`src/rtl/pwm_cfg_scheduler.sv`:
```
// pwm_cfg_scheduler: shadows PWM counter configurations and commits them atomically at a wrap or immediately with a restart.
// Optional build macro PWM_CFG_TIMEOUT_EN adds a PENDING watchdog and the sticky timeout output.
`default_nettype none

module pwm_cfg_scheduler #(
    parameter logic [15:0] RESET_PERIOD   = 16'hFFFF,
    parameter logic [7:0]  RESET_PRESCALE = 8'd0,
    parameter logic [23:0] TIMEOUT_CYCLES = 24'd1048576
) (
    input  logic        clk,
    input  logic        rst_n,
    input  logic        cfg_valid,
    output logic        cfg_ready,
    input  logic [15:0] cfg_period,
    input  logic [7:0]  cfg_prescale,
    input  logic        cfg_upnotdown,
    input  logic        cfg_en,
    input  logic        cfg_immediate,
    input  logic        cfg_abort,
    input  logic [15:0] count_val,
    output logic [15:0] period,
    output logic [7:0]  prescale,
    output logic        upnotdown,
    output logic        en,
    output logic        count_reset,
    output logic        busy,
`ifdef PWM_CFG_TIMEOUT_EN
    output logic        timeout,
`endif
    output logic        applied
);

    typedef enum logic [1:0] {
        IDLE    = 2'd0,
        PENDING = 2'd1,
        RESTART = 2'd2
    } state_t;

    state_t      state;
    logic [15:0] shadow_period;
    logic [7:0]  shadow_prescale;
    logic        shadow_upnotdown;
    logic        shadow_en;
    logic [15:0] prev_count;
    logic [15:0] term;
    logic        wrap;

`ifdef PWM_CFG_TIMEOUT_EN
    logic [23:0] wdog;
`else
    logic        unused_timeout_param;
    assign unused_timeout_param = ^TIMEOUT_CYCLES;
`endif

    // A wrap is the counter leaving the active terminal value; a held terminal value is not a wrap.
    always_comb begin
        term = upnotdown ? period : 16'd0;
        wrap = (prev_count == term) && (count_val != prev_count);
    end

    always_ff @(posedge clk or negedge rst_n) begin
        if (!rst_n) begin
            state            <= IDLE;
            shadow_period    <= 16'd0;
            shadow_prescale  <= 8'd0;
            shadow_upnotdown <= 1'b0;
            shadow_en        <= 1'b0;
            prev_count       <= 16'd0;
            period           <= RESET_PERIOD;
            prescale         <= RESET_PRESCALE;
            upnotdown        <= 1'b1;
            en               <= 1'b0;
            count_reset      <= 1'b0;
            cfg_ready        <= 1'b1;
            busy             <= 1'b0;
            applied          <= 1'b0;
`ifdef PWM_CFG_TIMEOUT_EN
            timeout          <= 1'b0;
            wdog             <= 24'd0;
`endif
        end else begin
            prev_count <= count_val;
            applied    <= 1'b0;
            case (state)
                IDLE: begin
                    if (cfg_valid && cfg_ready) begin
                        shadow_period    <= cfg_period;
                        shadow_prescale  <= cfg_prescale;
                        shadow_upnotdown <= cfg_upnotdown;
                        shadow_en        <= cfg_en;
                        cfg_ready        <= 1'b0;
                        busy             <= 1'b1;
`ifdef PWM_CFG_TIMEOUT_EN
                        timeout          <= 1'b0;
                        wdog             <= 24'd0;
`endif
                        // A stopped counter never wraps, so it is restarted straight away.
                        if (cfg_immediate || !en) begin
                            period      <= cfg_period;
                            prescale    <= cfg_prescale;
                            upnotdown   <= cfg_upnotdown;
                            en          <= cfg_en;
                            count_reset <= 1'b1;
                            state       <= RESTART;
                        end else begin
                            state <= PENDING;
                        end
                    end
                end
                PENDING: begin
                    if (cfg_abort) begin
                        state     <= IDLE;
                        cfg_ready <= 1'b1;
                        busy      <= 1'b0;
                    end else if (wrap) begin
                        period    <= shadow_period;
                        prescale  <= shadow_prescale;
                        upnotdown <= shadow_upnotdown;
                        en        <= shadow_en;
                        applied   <= 1'b1;
                        state     <= IDLE;
                        cfg_ready <= 1'b1;
                        busy      <= 1'b0;
                    end
`ifdef PWM_CFG_TIMEOUT_EN
                    else if (wdog == TIMEOUT_CYCLES - 24'd1) begin
                        period      <= shadow_period;
                        prescale    <= shadow_prescale;
                        upnotdown   <= shadow_upnotdown;
                        en          <= shadow_en;
                        count_reset <= 1'b1;
                        timeout     <= 1'b1;
                        state       <= RESTART;
                    end else begin
                        wdog <= wdog + 24'd1;
                    end
`endif
                end
                RESTART: begin
                    count_reset <= 1'b0;
                    applied     <= 1'b1;
                    state       <= IDLE;
                    cfg_ready   <= 1'b1;
                    busy        <= 1'b0;
                end
                default: begin
                    count_reset <= 1'b0;
                    state       <= IDLE;
                    cfg_ready   <= 1'b1;
                    busy        <= 1'b0;
                end
            endcase
        end
    end

endmodule

`default_nettype wire
```
`config.mk`:
```
export PLATFORM = sky130hd
export DESIGN_NAME = pwm_cfg_scheduler
export DESIGN_NICKNAME = d
export VERILOG_FILES = /design/src/rtl/pwm_cfg_scheduler.sv
export SDC_FILE = /design/constraint.sdc
export NUM_CORES = 1
export LEC_CHECK = 0
export ABC_CLOCK_PERIOD_IN_PS = 2000
export CORE_AREA = 2 2 109 111
export CTS_CLUSTER_DIAMETER = 120
export DETAILED_ROUTE_END_ITERATION = 10
export DIE_AREA = 0 0 111 113
export MAX_ROUTING_LAYER = met4
export SYNTH_ARGS = -nofsm -noshare
export SYNTH_HDL_FRONTEND = slang
export SYNTH_SLANG_ARGS = --single-unit
```
`constraint.sdc`:
```
create_clock -name clk -period 2 [get_ports clk]
set_clock_uncertainty 0.05 [all_clocks]
set_input_delay 0.4 -clock clk [delete_from_list [all_inputs] [get_ports clk]]
set_output_delay 0.4 -clock clk [all_outputs]
set_load 0.005 [all_outputs]
```
==> results by group <==
Outcome
  • Outcome: finished with violations
  • Failing checks: negative setup slack

Route
  • Antenna viol nets, final: 0
  • DRT iter0 DRCs: between 100 and 150
  • Avg WL per Cell: 16.74 µm
  • Drt drc: 0
  • Final wirelength: around 10000 µm
  • Detailed Routing Iterations Pass 1: 4
  • DR vias: 3149
  • Vias/cell: 5.095

CTS
  • Num CTS Buffers: 9
  • Worst-skew pair later-pin latency: ~340 ps
  • Clk pin slew, worst setup/hold paths: 60 ps
  • Clock root buffer: clkbuf_16
  • Clk sink count: 74
  • TritonCTS clock tree: built
  • Maximum level of the CTS H-tree: 3
  • Max Buffers Root-to-Sink: 2
  • Hold_buf cts: 0

Floorplanning
  • Starting Density: 0.3464
  • Core Area: 11270 µm²
  • Die W: 111 µm
  • Die height: 113 µm
  • Row count: 39
  • Die Area: 12540 µm²
  • I/O Pins: 77

Global route
  • Largest net degree at the start of global routing: 75
  • Global-route wire length before repair: 16920 µm
  • Total grt overflow: 0
  • Vias in the first global route: 3331
  • GR Util All Layers: 0.1769
  • Initial antenna violation count: 0

Synth
  • Gate count of the mapped netlist: roughly 330
  • Syn Nets: 381
  • Post-synthesis instance area: about 3900 µm²
  • Synth Warn #: 0
  • Register area share after synthesis: 0.4800
  • Yosys top cell by area: dfrtp_1
  • Area fraction of the dominant cell type after synthesis: 0.3589
  • Yosys reg bits: 74
  • Syn Area/Cell: 11.80 µm²
  • Synth cell types: 42
  • Top post-synthesis cells by area: dfrtp_1 (36%), dfstp_2 (12%), a221oi_2 (7.7%)

Layout
  • Antenna fix cells: 0
  • Share of cells above drive strength 1: 0.3558
  • Post-synthesis to final-layout area growth: 48.83%
  • # nets final: 520
  • Commonest non-fill, non-tap cell in the layout: clkdlybuf4s50_1
  • Commonest non-fill, non-tap cells in the layout: clkdlybuf4s50_1 (64), dfrtp_1 (56), buf_4 (51), nor2_1 (30), inv_1 (28)
  • # fillers: 1006

Setup path
  • Worst Path Arrival: 2660 ps
  • Critical Path Fanout Max: 7
  • CP Launch Type: flop
  • CP Launch Point: upnotdown
  • Worst EP required: roughly 2200 ps
  • Worst-path cell with the longest stage delay: dfstp_2
  • Crit-path max cell delay: 530 ps
  • Critical path class: reg2reg
  • CP cell instances: buf_6 > buf_12 > nand4b_1 > o22ai_1 > o22ai_2 > nor4_4 > buf_4 > nand3_4 > bufbuf_16 > mux2i_1 > a221oi_2
  • Critical Path End Type: flop
  • Reg-to-Reg Start: upnotdown

Timing
  • Max-slew violation count: 0
  • Period utilisation layout: 1.231
  • RSZ-0062 raised after global routing: yes
  • Final setup violating endpoints: 31
  • Worst Max-Slew Pin Slew: 420.3 ps
  • Hold_ws: approximately 28 ps
  • Achievable frequency: approximately 410 MHz
  • Period minus WS final: 2461 ps
  • Final Worst Setup Slack: -461.2 ps
  • Fin. Hold Viols: 0
  • Rel. slew slack: 0.7198

Power and ir drop
  • Pwr Total: 0.008349 W
  • Static Leakage: 2.645 nW
  • P per Cell Area: 1437 nW/µm²
  • IR drop worst, VDD: a little under 0.7 mV

Worst hold path
  • HP Class: in2async

Run
  • Max-cap violations: 0

Placed design
  • DP HPWL: 7106 µm
  • RePlAce Congestion: 0.7775
  • I/O Buffers: 76
[where the power goes]
| group | total, W | internal (W) | leakage (nW) | switching [W] |
|---|---|---|---|---|
| clock network | 0.00164 | 0.000974 | 0.142 | 0.000663 |
| logic | 0.00397 | 0.00234 | 1.65 | 0.00163 |
| registers | 0.00275 | 0.00227 | 0.850 | 0.000480 |
[cells in the mapped netlist, drive strengths merged]
master,count
nor4,2
inv,28
o32ai,1
nor2b,1
nor4bb,1
nand4,5
o22ai,10
clkbuf,2
nand2b,2
and2b,1
dlymetal6s2s,1
dlygate4sd3,1
nor2,31
and3,3
mux2,26
xnor2,18
a31oi,1
o21ai,6
o21a,6
a221oi,24
a211oi,1
a21oi,6
buf,13
nor3,9
a2bb2oi,1
nand3,8
or2,1
nand4b,6
nand2,4
xor2,6
a41oi,1
mux2i,25
ha,3
nor3b,1
o22a,2
dfrtp,56
dfstp,18
[through the flow]
step	TNS [ps]	instance area [µm²]	utilization	setup slack, ps	instances
CTS	-11030	5748	0.5099	-442.9	617
detailed placement	-17330	5195	0.4609	-671.5	591
global placement	-14900	5195	0.4609	-529.5	591
global route	-16400	5812	0.5156	-621.2	618
floorplan	-5301	3909	-	-240.0	331
finish	-11790	5812	0.5156	-461.2	618
[critical path: cells and delay by family (launching register included)]
kind                   cells  cell delay [ps]
and+or+nand+nor            3              390
buffers and inverters      4              750
muxes                      1              130
DFF                        1              530
AOI/OAI and AO/OA          3              530
[timing repair]
action                                  in CTS  in global routing
endpoints found under the setup margin      35                 38
resized for setup                           31                 15
pin swaps                                   17                 11
cloned                                       3                  0
setup buffers                                9                  3
[path summary, 6_finish.rpt]
check                                   end  slack [ps]  cells past startpoint
worst min register to register  count_reset         450                      1
worst min-delay path            count_reset          30                      2
max in group asynchronous         upnotdown        1530                      2
min in group clk                count_reset         450                      1
worst max register to register    period[5]        -460                     11
worst max-delay path              period[5]        -460                     11
[metal layers]
layer,routed length [µm],GRT usage
met5,0,-
met4,144,0.05333
met3,516,0.04981
met2,5214,0.2961
met1,4470,0.2089
[state kept, by name, summed over array words and instances (netlist names)]
name and flops:
applied 1, busy 1, cfg_ready 1, count_reset 1, en 1, period 16
prescale 8, prev_count 16, shadow_en 1, shadow_period 16, shadow_prescale 8, shadow_upnotdown 1
state 2, upnotdown 1
[cell families (layout without fill, tap and decap cells)]
kind of cell	Yosys count	count (layout)	synth area share
and+or+nand+nor	75	75	0.1048
xor gates and xnor gates	24	24	0.05383
muxes	51	51	0.1391
buffers and inverters	45	189	0.06921
adders and majority gates	3	3	0.009613
DFF	74	74	0.4800
AOI/OAI and AO/OA	59	59	0.1435
[area by class of cell]
type | instances | area (µm²) | area share
timing repair buffer | 145 | 1460 | 0.2512
clock inverter | 7 | 76.32 | 0.01313
clock buffer | 9 | 225.2 | 0.03875
multi-input combinational | 212 | 1892 | 0.3255
inverter | 28 | 105.1 | 0.01808
sequential | 74 | 1874 | 0.3225
tap | 143 | 178.9 | 0.03079
Power figures use the tool's default switching activity.
